==> src/rtl/acm_rx_fifo.sv <==
// Byte elastic buffer from the MUACM host-to-device stream to the ACIA receive port.
// Latency: a byte written into an empty buffer is presented two edges after acceptance.
// Backpressure: s_rdy drops only at level==DEPTH; FWFT output holds until m_rdy.
module acm_rx_fifo #(
  parameter int DEPTH   = 256,
  parameter int AW      = 8,
  parameter int HIWATER = 192
) (
  input  logic          clk,
  input  logic          rst,
  input  logic          flush,
  input  logic [7:0]    s_data,
  input  logic          s_val,
  output logic          s_rdy,
  output logic [7:0]    m_data,
  output logic          m_val,
  input  logic          m_rdy,
  output logic [AW:0]   level,
  output logic          hiwater,
  output logic          ovf
);

  localparam logic [AW:0] DEPTH_L   = (AW+1)'(DEPTH);
  localparam logic [AW:0] HIWATER_L = (AW+1)'(HIWATER);

  logic [7:0]    mem [DEPTH];

  logic [AW-1:0] wr_ptr_q, wr_ptr_d;
  logic [AW-1:0] rd_ptr_q, rd_ptr_d;
  logic          pf_vld_q, pf_vld_d;
  logic [7:0]    pf_dat_q;
  logic          m_val_q, m_val_d;
  logic [7:0]    m_data_q, m_data_d;
  logic [AW:0]   level_q, level_d;
  logic          s_rdy_q, s_rdy_d;
  logic          hiwater_q, hiwater_d;
  logic          ovf_q, ovf_d;

  logic          clr;
  logic          wr_en;
  logic          rd_xfer;
  logic          out_load;
  logic          mem_rd;
  logic [AW:0]   mem_cnt;

  // Transfer qualifiers; bytes still in RAM are the level minus the prefetch and output stages.
  always_comb begin
    clr      = rst | flush;
    wr_en    = s_val & s_rdy_q & ~clr;
    rd_xfer  = m_val_q & m_rdy & ~clr;
    out_load = pf_vld_q & (~m_val_q | m_rdy);
    mem_cnt  = level_q - (AW+1)'(pf_vld_q) - (AW+1)'(m_val_q);
    mem_rd   = (mem_cnt != '0) & (~pf_vld_q | out_load) & ~clr;
  end

  // Next-state for pointers, prefetch/output stages and status; flush clears like reset.
  always_comb begin
    wr_ptr_d  = wr_ptr_q;
    rd_ptr_d  = rd_ptr_q;
    pf_vld_d  = pf_vld_q;
    m_val_d   = m_val_q;
    m_data_d  = m_data_q;
    level_d   = level_q;
    ovf_d     = ovf_q;

    if (wr_en)  wr_ptr_d = wr_ptr_q + 1'b1;
    if (mem_rd) rd_ptr_d = rd_ptr_q + 1'b1;

    // Prefetch stage fills on a RAM read and empties when it moves to the output.
    if (mem_rd)        pf_vld_d = 1'b1;
    else if (out_load) pf_vld_d = 1'b0;

    if (out_load) begin
      m_val_d  = 1'b1;
      m_data_d = pf_dat_q;
    end else if (m_rdy) begin
      m_val_d  = 1'b0;
    end

    case ({wr_en, rd_xfer})
      2'b10:   level_d = level_q + 1'b1;
      2'b01:   level_d = level_q - 1'b1;
      default: level_d = level_q;
    endcase

    if (s_val & ~s_rdy_q) ovf_d = 1'b1;

    if (clr) begin
      wr_ptr_d = '0;
      rd_ptr_d = '0;
      pf_vld_d = 1'b0;
      m_val_d  = 1'b0;
      m_data_d = '0;
      level_d  = '0;
      ovf_d    = 1'b0;
    end

    s_rdy_d   = (level_d < DEPTH_L);
    hiwater_d = (level_d >= HIWATER_L);
  end

  // Block RAM: write port plus registered read into the prefetch stage.
  always_ff @(posedge clk) begin
    if (wr_en)  mem[wr_ptr_q] <= s_data;
    if (mem_rd) pf_dat_q      <= mem[rd_ptr_q];
  end

  // State registers with synchronous reset.
  always_ff @(posedge clk) begin
    if (rst) begin
      wr_ptr_q  <= '0;
      rd_ptr_q  <= '0;
      pf_vld_q  <= 1'b0;
      m_val_q   <= 1'b0;
      m_data_q  <= '0;
      level_q   <= '0;
      s_rdy_q   <= 1'b1;
      hiwater_q <= 1'b0;
      ovf_q     <= 1'b0;
    end else begin
      wr_ptr_q  <= wr_ptr_d;
      rd_ptr_q  <= rd_ptr_d;
      pf_vld_q  <= pf_vld_d;
      m_val_q   <= m_val_d;
      m_data_q  <= m_data_d;
      level_q   <= level_d;
      s_rdy_q   <= s_rdy_d;
      hiwater_q <= hiwater_d;
      ovf_q     <= ovf_d;
    end
  end

  assign s_rdy   = s_rdy_q;
  assign m_val   = m_val_q;
  assign m_data  = m_data_q;
  assign level   = level_q;
  assign hiwater = hiwater_q;
  assign ovf     = ovf_q;

endmodule

==> config.mk <==
export PLATFORM = sky130hd
export DESIGN_NAME = acm_rx_fifo
export DESIGN_NICKNAME = d
export VERILOG_FILES = /design/src/rtl/acm_rx_fifo.sv
export SDC_FILE = /design/constraint.sdc
export NUM_CORES = 2
export LEC_CHECK = 0
export BUFFER_PORTS_ARGS = -buffer_cell sky130_fd_sc_hd__buf_2
export CAP_MARGIN = 10
export CELL_PAD_IN_SITES_DETAIL_PLACEMENT = 1
export CELL_PAD_IN_SITES_GLOBAL_PLACEMENT = 1
export CORE_UTILIZATION = 45
export DETAILED_ROUTE_END_ITERATION = 10
export HOLD_SLACK_MARGIN = 0.05
export PLACE_DENSITY_LB_ADDON = 0.1
export SETUP_SLACK_MARGIN = 0.05
export SYNTH_ARGS = -nofsm -noshare
export SYNTH_HDL_FRONTEND = slang
export SYNTH_SLANG_ARGS = --single-unit
==> constraint.sdc <==
create_clock -name clk -period 4.8 [get_ports clk]
set_input_delay 0.72 -clock clk [delete_from_list [all_inputs] [get_ports clk]]
set_output_delay 0.72 -clock clk [all_outputs]
set_load 0.005 [all_outputs]
# Word level (Yosys, flattened, before mapping)
# Memories as Yosys holds them, arrays and structs flattened. A register that Yosys moved wholly into a read port is not among the register bits.
# Cells that the tools add are included.
[totals] regBits=38 latchBits=0 mem_bits_rw=2048 rom_bits=0 input_bits=13 output_inout_bits=21 word_cells=47 n_memories=1
[op_classes] add_sub_neg=6 multipliers=0 div=0 magnitude_cmp=2 n_eq_ne=2 shifts=0 n_mux=8 bitwise_logic=15 n_reduce_logical=4
[memory_table] name="mem" words=256 word_bits=8 read_ports=1 rd_clocked_by_memory_dff=1 wr=1 line="26" text="logic [7:0] mem [DEPTH];"
[op_table] operator="$pmux W9 S2" n=1
[op_table] operator="$sub A9 B1 Y9" n=2
[op_table] operator="$add A8 B1 Y8 const B" n=2
[op_table] operator="$add A9 B1 Y9 const B" n=1
[op_table] operator="$ge A9 B8 Y1 const B" n=1
[op_table] operator="$lt A9 B9 Y1 const B" n=1
[op_table] operator="$mux W9" n=1
[op_table] operator="$reduce_bool A9 Y1" n=1
[op_table] operator="$sub A9 B1 Y9 const B" n=1
[op_table] operator="$and A1 B1 Y1" n=8
[op_table] operator="$mux W1" n=6
[op_table] operator="$not A1 Y1" n=4
[op_table] operator="$reduce_bool A2 Y1" n=2
[op_table] operator="$or A1 B1 Y1" n=3
[op_table] operator="$eq A2 B1 Y1 const B" n=1
[op_table] operator="$eq A2 B2 Y1 const B" n=1
[op_table] operator="$reduce_or A2 Y1" n=1

# Logic depth before layout (Yosys ltp)
[depth] word_depth=7 mapped_depth=15

# Least setup slack after synthesis
# OpenSTA, ideal clock, no wires.
[synth_path] path_type="input to register" startpoint="input flush" endpoint="register hiwater_q, in the netlist hiwater" setup_time_ns=0.131 arrival_ns=3.436 required_time_ns=4.669 slack_ns=1.233 stages=15 cell_sequence="nor2_1 > and3_1 > buf_2 > inv_1 > ha_1 > buf_1 > xor2_1 > ha_1 > and3b_1 > o21ai_0 > a21oi_1 > a211o_1 > a21oi_1 > xnor2_1 > o22ai_1"
[synth_between] elab_chain_len=7 elab_cells_between_ends=9 cone_classes="order compare: 1; eq/ne: 2; mux: 2; bitwise: 4"
[synth_rtl] item="start, declared" line="11" text="input logic flush,"
[synth_rtl] item="$or A1 B1 Y1 *" line="48" text="clr = rst | flush;"
[synth_rtl] item="$not A1 Y1" line="49, 50"
[synth_rtl] item="$and A1 B1 Y1 (on tied branches)" line="50, 49"
[synth_rtl] item="$eq A2 B1 Y1 or $eq A2 B2 Y1 (tied branches)" line="80" text="case ({wr_en, rd_xfer})"
[synth_rtl] item="$pmux W9 S2" line="80"
[synth_rtl] item="$mux W9 *" line="88" text="if (clr) begin"
[synth_rtl] item="$ge A9 B8 Y1 *" line="99" text="hiwater_d = (level_d >= HIWATER_L);"
[synth_rtl] item="end signal, assigned" line="128" text="hiwater_q <= hiwater_d;"
[synth_rtl] item="end, declared" line="36" text="logic hiwater_q, hiwater_d;"
# Every way passes the cells marked *; elsewhere a longest branch is shown, timed or not.
# A chain may end at the register's enable or synchronous reset.

==> metrics.yaml <==
status: "finished clean"
slew_headroom: 0.1107
placedCellCount: 6413
via_per_inst: 6.163
grt_pass1_vias: 42744
core_sq_um: 181100
cts-buffers-inserted: 216
antenna_found_initial: 19
avgSynthCellArea_sq_um: 20.24
drt_wl_total_mm: 244.1
io_buffer_count: 33
maxCapViolCount: 0
timing.final.crit_share: 0.8674
pwr_density_cell_nw_per_um2: 422.4
ys_seq_elements: 2094
drive_gt1_frac: 0.2316
syn_inst: 4063
synth_edf_count: 2056
tns_ps: 0
post_cts_buffers: 0
ir_drop_uv: 364.2
crit_type: "register to register"
fin_crit_ps: 4164
rsz0062_at_grt: "false"
boundaryPins: 34
clk_pin_slew_ps: 60
cts_tree: "yes"
fmax_ghz: 0.2402
final_common_cell: "edfxtp_1"
grt_use_total: 0.2651
wl_met3_mm: 14.86
cp-start-kind: "register"
finalClockSkew_ps: 23.01
via_count: 42056
pre_cts_ws_ps: 649.2
die_h_um: 429.4
start_util: 0.4539
wl_per_cell_um: 35.77
post_cts_resized: 0
route.detailed.drc: 0
cp_data_arrival_time_ps: 4750
layout_common_cells: "2,056 x edfxtp_1, 426 x mux4_2, 321 x nor2_1, 219 x clkbuf_16, 213 x mux2i_1"
wl_met1_mm: 107.2
critPathCaptureType: "register"
async_flop_share: 0
layout_setup_ws_ps: 636.3
fp-row-count: 156
seq_area_sq_um: 62520
drt-initial-drc-count: 5041
cts_root_buffer: "clkbuf_16"
crit_fanout: 45
power_mw: 39.18
min_path_type: "input port to register"
wl_met2_mm: 117.2
nets: 4286
overflow: 0
ant_nets: 0
multi_input_area_sq_um: 18160
dieWidth_um: 429.4
clock_sinks: 2094
grt_start_max_net_pins: 132
cts_hold_buf: 0
syn_to_final_growth_pct: 12.82
synth_warnings: 0
yosysUniqueCellTypes: 76
fin_cells: 6824
total_leakage_power_nw: 28.14
place.gp.congestion: 0.8321
synth-main-ff-cell: "edfxtp_1"
grt_pass1_wl_mm: 341.6
crit_slowest_cell: "nor4_1"
max_stage_delay_ps: 920
hold_violations: 0
seq_area_frac_synth: 0.7602
slew_violations: 0
dieArea_sq_um: 184400
fin_hold_ws_ps: 170.4
cts_max_path_buffers: 3
netlist_area_sq_um: 82220
dp_hpwl_mm: 150.5
required_ps: 5390
worst_slew_pin_slew_ps: 1334
clk_latency_ps: 830
htree_levels: 4
maxUsedRoutingLayer: "met5"
setup_violations: 0
cp_cell_sequence: "buf_12 > buf_4 > mux4_2 > nand2_1 > a21oi_1 > nor4_1 > o21ai_0 > a32o_1"
fillers: 16059
synth_nets: 4088
firstDrtPassIters: 7
[flip-flops by register name (all words and copies together), names as in the netlist]
signal	flops
hiwater	1
wr_ptr_q	8
ovf	1
s_rdy	1
pf_dat_q	8
m_val	1
pf_vld_q	1
mem	2048
m_data	8
rd_ptr_q	8
level	9
[metrics by stage]
stage                 util  cell area (sq um)
floorplan                -              82220
global placement    0.4739              85840
detailed placement  0.4739              85840
CTS                 0.5120              92750
global route        0.5120              92750
finish              0.5121              92760
[Yosys cell counts, types with 11 or more instances]
master	instances	area share
buf_4	39	0.0036
edfxtp_1	2056	0.75
nand2_1	101	0.0046
a22oi_1	54	0.0049
o22ai_1	39	0.0030
nand3_1	48	0.0029
buf_8	11	0.0020
nand2b_1	11	0.00084
a21oi_1	88	0.0054
o211ai_1	11	0.0010
mux2i_1	213	0.026
inv_1	12	0.00055
nor2b_1	30	0.0023
mux4_2	426	0.12
mux4_1	15	0.0048
nor2_1	323	0.015
buf_6	39	0.0053
nor3_1	17	0.0010
ha_1	11	0.0017
a211oi_1	39	0.0036
a221oi_1	39	0.0042
dfxtp_1	38	0.0093
xor2_1	12	0.0013
o21ai_0	42	0.0026
xnor2_1	12	0.0013
clkbuf_1	106	0.0048
o221ai_1	11	0.0012
buf_2	46	0.0028
[logic make-up (layout without fill, tap and decap cells)]
group	Yosys count	count (layout)	share of synthesized area
DFF	2094	2094	0.7602
muxes	663	663	0.1487
and+or+nand+nor	591	591	0.03162
AOI/OAI and AO/OA	409	409	0.03477
buffers and inverters	270	655	0.02030
xor gates and xnor gates	24	24	0.002557
adders and majority gates	12	12	0.001917
other	0	6	0
[worst max-delay path, delay by kind of cell (launching register included)]
| kind | cells | cell delay [ps] |
|---|---|---|
| muxes | 1 | 520 |
| AOI/OAI and AO/OA | 3 | 710 |
| and+or+nand+nor | 2 | 1000 |
| buffers and inverters | 2 | 690 |
| DFF | 1 | 910 |
[layout make-up]
cell class / count / share of cell area
Multi-Input combinational cell: 1699 / 0.1958
Tap cell: 2370 / 0.03197
Timing Repair Buffer: 238 / 0.02317
Inverter: 12 / 0.0005126
Sequential cell: 2094 / 0.6740
Clock inverter: 136 / 0.01300
Antenna cell: 6 / 0.0001619
Clock buffer: 269 / 0.06143
[path summary, 6_finish.rpt]
kind | depth (start not counted) | endpoint | slack, ps | start
min | 3 | ovf | 170 | s_val
min reg2reg | 2 | ovf | 490 | ovf
max reg2reg | 8 | pf_dat_q[6] | 640 | rd_ptr_q[0]
max | 8 | pf_dat_q[6] | 640 | rd_ptr_q[0]
[routing by layer]
metal  GRT usage  up-vias
li1            -    17223
met3     0.03770      266
met4     0.05779        2
met2      0.4239     1433
met5           0        -
met1      0.3889    23132
[where the power goes]
part | switching [mW] | internal, mW
Clock | 7.10 | 9.43
Sequential | 0.0560 | 20.1
Combinational | 1.42 | 1.09
Note: power is estimated with default switching activity, not from simulation.
